File: config.mk
export PLATFORM = sky130hd
export DESIGN_NAME = regs_mp
export DESIGN_NICKNAME = d
export VERILOG_FILES = /design/src/rtl/regs_mp.sv
export SDC_FILE = /design/constraint.sdc
export NUM_CORES = 2
export LEC_CHECK = 0
export CAP_MARGIN = 40
export CORE_ASPECT_RATIO = 0.8
export CORE_MARGIN = 1.5
export CORE_UTILIZATION = 40
export DETAILED_ROUTE_END_ITERATION = 7
export GPL_TIMING_DRIVEN = 0
export SLEW_MARGIN = 20
export SYNTH_ARGS = -nofsm -noshare
export SYNTH_HDL_FRONTEND = slang
export SYNTH_SLANG_ARGS = --single-unit
File: constraint.sdc
create_clock -name clk -period 43.7 [get_ports clk]
set_clock_uncertainty 0.05 [all_clocks]
set_input_delay 6.555 -clock clk [delete_from_list [all_inputs] [get_ports clk]]
set_output_delay 6.555 -clock clk [all_outputs]
set_load 0.05 [all_outputs]
File: src/rtl/regs_mp.sv
// Dual-write-port register file with combinational operand/debug reads, optional write bypass,
// per-register pending scoreboard and a saturating committed-write counter.
module regs_mp #(
    parameter int unsigned DATA_W   = 32,
    parameter int unsigned ADDR_W   = 5,
    parameter bit          BYPASS   = 1'b1,
    parameter bit          ZERO_REG = 1'b1
) (
    input  logic              clk,
    input  logic              rst,
    input  logic              L_S,
    input  logic [ADDR_W-1:0] Wt_addr,
    input  logic [DATA_W-1:0] Wt_data,
    input  logic              L_S_B,
    input  logic [ADDR_W-1:0] Wt_addr_B,
    input  logic [DATA_W-1:0] Wt_data_B,
    input  logic [ADDR_W-1:0] R_addr_A,
    input  logic [ADDR_W-1:0] R_addr_B,
    input  logic [ADDR_W-1:0] R_addr_D,
    input  logic              issue_en,
    input  logic [ADDR_W-1:0] issue_addr,
    output logic [DATA_W-1:0] rdata_A,
    output logic [DATA_W-1:0] rdata_B,
    output logic [DATA_W-1:0] rdata_D,
    output logic              busy_A,
    output logic              busy_B,
    output logic [15:0]       wr_cnt
);

    localparam int DEPTH = 1 << ADDR_W;

    logic [DATA_W-1:0] regs_q [DEPTH];
    logic [DEPTH-1:0]  pending_q, pending_d;
    logic [15:0]       wr_cnt_q, wr_cnt_d;
    logic [16:0]       cnt_sum;
    logic              we_a, we_b, issue_eff;
    logic              hit_a_ra, hit_b_ra, hit_a_rb, hit_b_rb;
    logic              zero_ra, zero_rb;

    always_comb begin
        we_a      = L_S && !(ZERO_REG && (Wt_addr == '0));
        // Port B loses a same-address collision with port A.
        we_b      = L_S_B && !(ZERO_REG && (Wt_addr_B == '0)) && !(we_a && (Wt_addr_B == Wt_addr));
        issue_eff = issue_en && !(ZERO_REG && (issue_addr == '0));
    end

    always_comb begin
        zero_ra  = ZERO_REG && (R_addr_A == '0);
        zero_rb  = ZERO_REG && (R_addr_B == '0);
        hit_a_ra = BYPASS && we_a && (R_addr_A == Wt_addr);
        hit_b_ra = BYPASS && we_b && (R_addr_A == Wt_addr_B);
        hit_a_rb = BYPASS && we_a && (R_addr_B == Wt_addr);
        hit_b_rb = BYPASS && we_b && (R_addr_B == Wt_addr_B);

        rdata_A = '0;
        rdata_B = '0;
        rdata_D = '0;
        busy_A  = 1'b0;
        busy_B  = 1'b0;
        // Bypass data is live even during reset, so outputs are gated explicitly.
        if (!rst) begin
            if (zero_ra)       rdata_A = '0;
            else if (hit_a_ra) rdata_A = Wt_data;
            else if (hit_b_ra) rdata_A = Wt_data_B;
            else               rdata_A = regs_q[R_addr_A];

            if (zero_rb)       rdata_B = '0;
            else if (hit_a_rb) rdata_B = Wt_data;
            else if (hit_b_rb) rdata_B = Wt_data_B;
            else               rdata_B = regs_q[R_addr_B];

            rdata_D = regs_q[R_addr_D];
            busy_A  = pending_q[R_addr_A] && !zero_ra && !hit_a_ra && !hit_b_ra;
            busy_B  = pending_q[R_addr_B] && !zero_rb && !hit_a_rb && !hit_b_rb;
        end
    end

    always_comb begin
        pending_d = pending_q;
        if (we_a)      pending_d[Wt_addr]    = 1'b0;
        if (we_b)      pending_d[Wt_addr_B]  = 1'b0;
        // A new producer issued in the same cycle keeps the register pending.
        if (issue_eff) pending_d[issue_addr] = 1'b1;

        cnt_sum  = {1'b0, wr_cnt_q} + 17'(we_a) + 17'(we_b);
        wr_cnt_d = cnt_sum[16] ? 16'hFFFF : cnt_sum[15:0];
    end

    always_ff @(posedge clk or posedge rst) begin
        if (rst) begin
            for (int i = 0; i < DEPTH; i++) begin
                regs_q[i] <= '0;
            end
        end else begin
            if (we_a) regs_q[Wt_addr]   <= Wt_data;
            if (we_b) regs_q[Wt_addr_B] <= Wt_data_B;
        end
    end

    always_ff @(posedge clk or posedge rst) begin
        if (rst) begin
            pending_q <= '0;
            wr_cnt_q  <= '0;
        end else begin
            pending_q <= pending_d;
            wr_cnt_q  <= wr_cnt_d;
        end
    end

    assign wr_cnt = wr_cnt_q;

endmodule

==> summary.md <==
| Metric | Value |
|---|---|
| Total power | `4.16 mW` |
| Asr flop ratio synth | `100%` |
| WL met2 | `162 mm` |
| Antenna violations before repair | `29` |
| Vias in the first global route | `61718` |
| Max Cap Violations | `0` |
| Post-route ant nets | `0` |
| HP Class | `reg -> reg` |
| Sink Count | `1072` |
| Final instance area | `89200 um^2` |
| Clk root buf | `clkbuf_16` |
| Drt first-iter violations | `11602` |
| Max-slew violations | `0` |
| Critical path endpoint category | `output port` |
| Syn. warnings | `0` |
| GRT Util Overall | `41.5%` |
| Post-synth top flop | `dfrtp_1` |
| Detailed-route DRC error count | `2` |
| WP data required | `37.10 ns` |
| GRT overflow | `0` |
| Initial core utilization | `40.4%` |
| Clk buf depth | `3` |
| Final setup margin | `24.85 ns` |
| Fin Setup TNS | `0 ns` |
| H-tree depth | `4` |
| Final setup fails | `0` |
| Multi-input logic area | `46500 um^2` |
| CP bufs+invs | `6` |
| Number of post-CTS setup repair buffers | `0` |
| DR vias | `65186` |
| Clk pin slew, worst setup/hold paths | `0.06 ns` |
| Synth Instances | `5778` |
| RSZ-0062 raised after global routing | `no` |
| Area after DPL | `84300 um^2` |
| Layout Nets | `6425` |
| Row Count | `143` |
| Final hold slack | `0.445 ns` |
| Number of synthesized flops with an enable pin | `0` |
| Tcrit/Tclk final | `43.1%` |
| CTS resizes | `0` |
| CP cell instances | `clkdlybuf4s50_1 -> buf_2 -> buf_4 -> buf_2 -> buf_1 -> mux4_2 -> o22ai_1 -> nor4_1 -> a221o_1 -> clkdlybuf4s50_1` |
| Core Box Area | `190000 um^2` |
| PortBufs | `181` |
| Die X | `493 um` |
| Avg Inst Size Synth | `13.3 um^2` |
| Leak | `37.1 nW` |
| Routed wire length | `413 mm` |
| HPWL after DPL | `314 mm` |
| CTS Hold Bufs | `0` |
| Failing checks | `DRC` |
| Max IR drop VDD | `0.0420 mV` |
| Synth Net Count | `5879` |
| Area Growth Syn to Fin | `16.1%` |
| Cell Pwr Density | `46.7 nW/um^2` |
| Post-synth cell types | `62` |
| Slew @ Worst Pin | `1.05 ns` |
| Crit-path leading delay family | `buffers and inverters` |
| Pre-CTS setup slack | `25.24 ns` |
| Worst-Skew Late Latency | `0.80 ns` |
| Die area | `195000 um^2` |
| I/O pin cnt | `213` |
| Fmax | `53.1 MHz` |
| Worst setup path category | `in -> out` |
| CTS tree | `yes` |
| Crit-path max cell delay | `0.78 ns` |
| Post-Route M1 WL | `152 mm` |
| Vias/cell | `7.25` |
| Arr. time, crit path | `12.24 ns` |
| Largest net degree at the start of global routing | `100` |
| CP startpoint kind | `input port` |
| Fill count | `17012` |
| Post-synthesis sequential area ratio | `34.9%` |
| Final Hold Viols | `0` |
| Max-slew headroom | `30.3%` |
| Wire length of the first global-routing pass | `545 mm` |
| Post-Syn Area | `76900 um^2` |
| Die Ht | `395 um` |
| Fin crit period | `18.85 ns` |
| Wire length per cell | `46.0 um` |
| Uppermost layer routed | `met5` |
| CTS Buf Count | `130` |
| Placer congestion estimate | `1.05` |
| Status | `finished, violations left` |
| CP max stage cell | `o22ai_1` |
| Crit Path Max Fanout | `10` |
| FF+latch count, synth | `1072` |
| Pre-antenna DRT Iters | `8` |
| Met3 wire length | `72.6 mm` |
| Storage element area | `26800 um^2` |
| Share of cells above drive strength 1 | `42.9%` |
-- flip-flops by register name (all words and copies together), names as in the netlist --
register / count
pending_q: 32
regs_q: 1024
wr_cnt: 16
-- per-stage QoR --
stage | utilization (%) | cells
floorplan | - | 5778
global placement | 43.0 | 8496
detailed placement | 44.3 | 8681
CTS | 46.6 | 8914
global route | 46.9 | 8975
finish | 46.9 | 8985
-- placed cells by master (no fill, tap or decap), types with 28 or more instances in the layout --
cell and count:
o22ai_1 285, a221o_1 64, nor3_1 38, buf_6 177, buf_1 35, buf_2 161
mux2_2 1215, clkbuf_2 34, dfrtp_1 1072, buf_8 28, nand2_1 216, mux2i_1 498
and3_1 62, mux4_2 778, o21ai_0 141, clkbuf_1 471, nor4_1 73, mux2_1 281
a22o_1 32, clkbuf_16 139, buf_4 90, clkdlybuf4s50_1 181
-- layout make-up --
| type | instances | share of cell area, % |
|---|---|---|
| Buffer | 757 | 3.91 |
| Sequential cell | 1072 | 30.1 |
| Clock buffer | 194 | 4.43 |
| Antenna cell | 23 | 0.0645 |
| Multi-Input combinational cell | 3923 | 52.1 |
| Inverter | 26 | 0.121 |
| Timing Repair Buffer | 414 | 5.20 |
| Clock inverter | 39 | 0.509 |
| Tap cell | 2537 | 3.56 |
-- synth_stat cells, types with 3 or more instances --
master / number / area [um^2]
a2111oi_0: 8 / 70.1
a211oi_1: 10 / 75.1
a221o_1: 64 / 641
a22o_1: 32 / 280
a32o_1: 23 / 230
and2_1: 3 / 18.8
and3_1: 62 / 388
and3b_1: 5 / 43.8
and4_1: 3 / 26.3
buf_1: 43 / 161
buf_2: 148 / 741
buf_4: 69 / 518
buf_6: 20 / 225
clkbuf_1: 477 / 1790
dfrtp_1: 1072 / 26800
inv_1: 24 / 90.1
mux2_1: 281 / 3160
mux2_2: 1215 / 13700
mux2i_1: 498 / 4980
mux4_2: 778 / 17500
nand2_1: 216 / 811
nand2b_1: 3 / 18.8
nand3_1: 18 / 90.1
nand3_2: 18 / 180
nand3_4: 5 / 87.6
nand3b_1: 11 / 82.6
nand4_1: 5 / 31.3
nor2_1: 28 / 105
nor2b_1: 14 / 87.6
nor3_1: 41 / 205
nor3b_1: 11 / 82.6
nor4_1: 73 / 457
o21ai_0: 141 / 706
o22ai_1: 285 / 1780
or3b_2: 5 / 43.8
or4_1: 4 / 30.0
xnor2_1: 23 / 201
xor2_1: 12 / 105
-- logic make-up after synthesis --
group           share of synthesized area (%)
mux                                      51.2
simple gates                             3.71
compound gates                           5.16
buf+inv                                  4.60
xor+xnor                                0.399
flops                                    34.9
fa+ha+maj                              0.0423
-- per-layer routing --
layer | GRT usage, % | up-vias
met5 | 1.80 | -
met4 | 21.4 | 28
met3 | 24.0 | 1180
met2 | 54.9 | 5879
met1 | 52.7 | 34234
li1 | - | 23865
-- power by group --
part           leakage, nW  switching (mW)  total [mW]  internal [mW]
logic                 21.7           0.660        1.42          0.755
clock network         2.16           0.493        1.17          0.679
registers             13.3           0.320        1.58           1.26
-- path summary, 6_finish.rpt --
path	start	to	slack, ns	cells after the start
worst max-delay path	R_addr_A[2]	rdata_A[20]	24.85	10
worst min register to register	pending_q[0]	pending_q[0]	0.45	1
worst max register to register	wr_cnt[0]	wr_cnt[7]	41.47	7
max in group asynchronous	rst	regs_q[107]	34.81	7
worst min-delay path	pending_q[0]	pending_q[0]	0.45	1
min in group asynchronous	rst	regs_q[443]	6.14	2
Power figures use the tool's default switching activity.
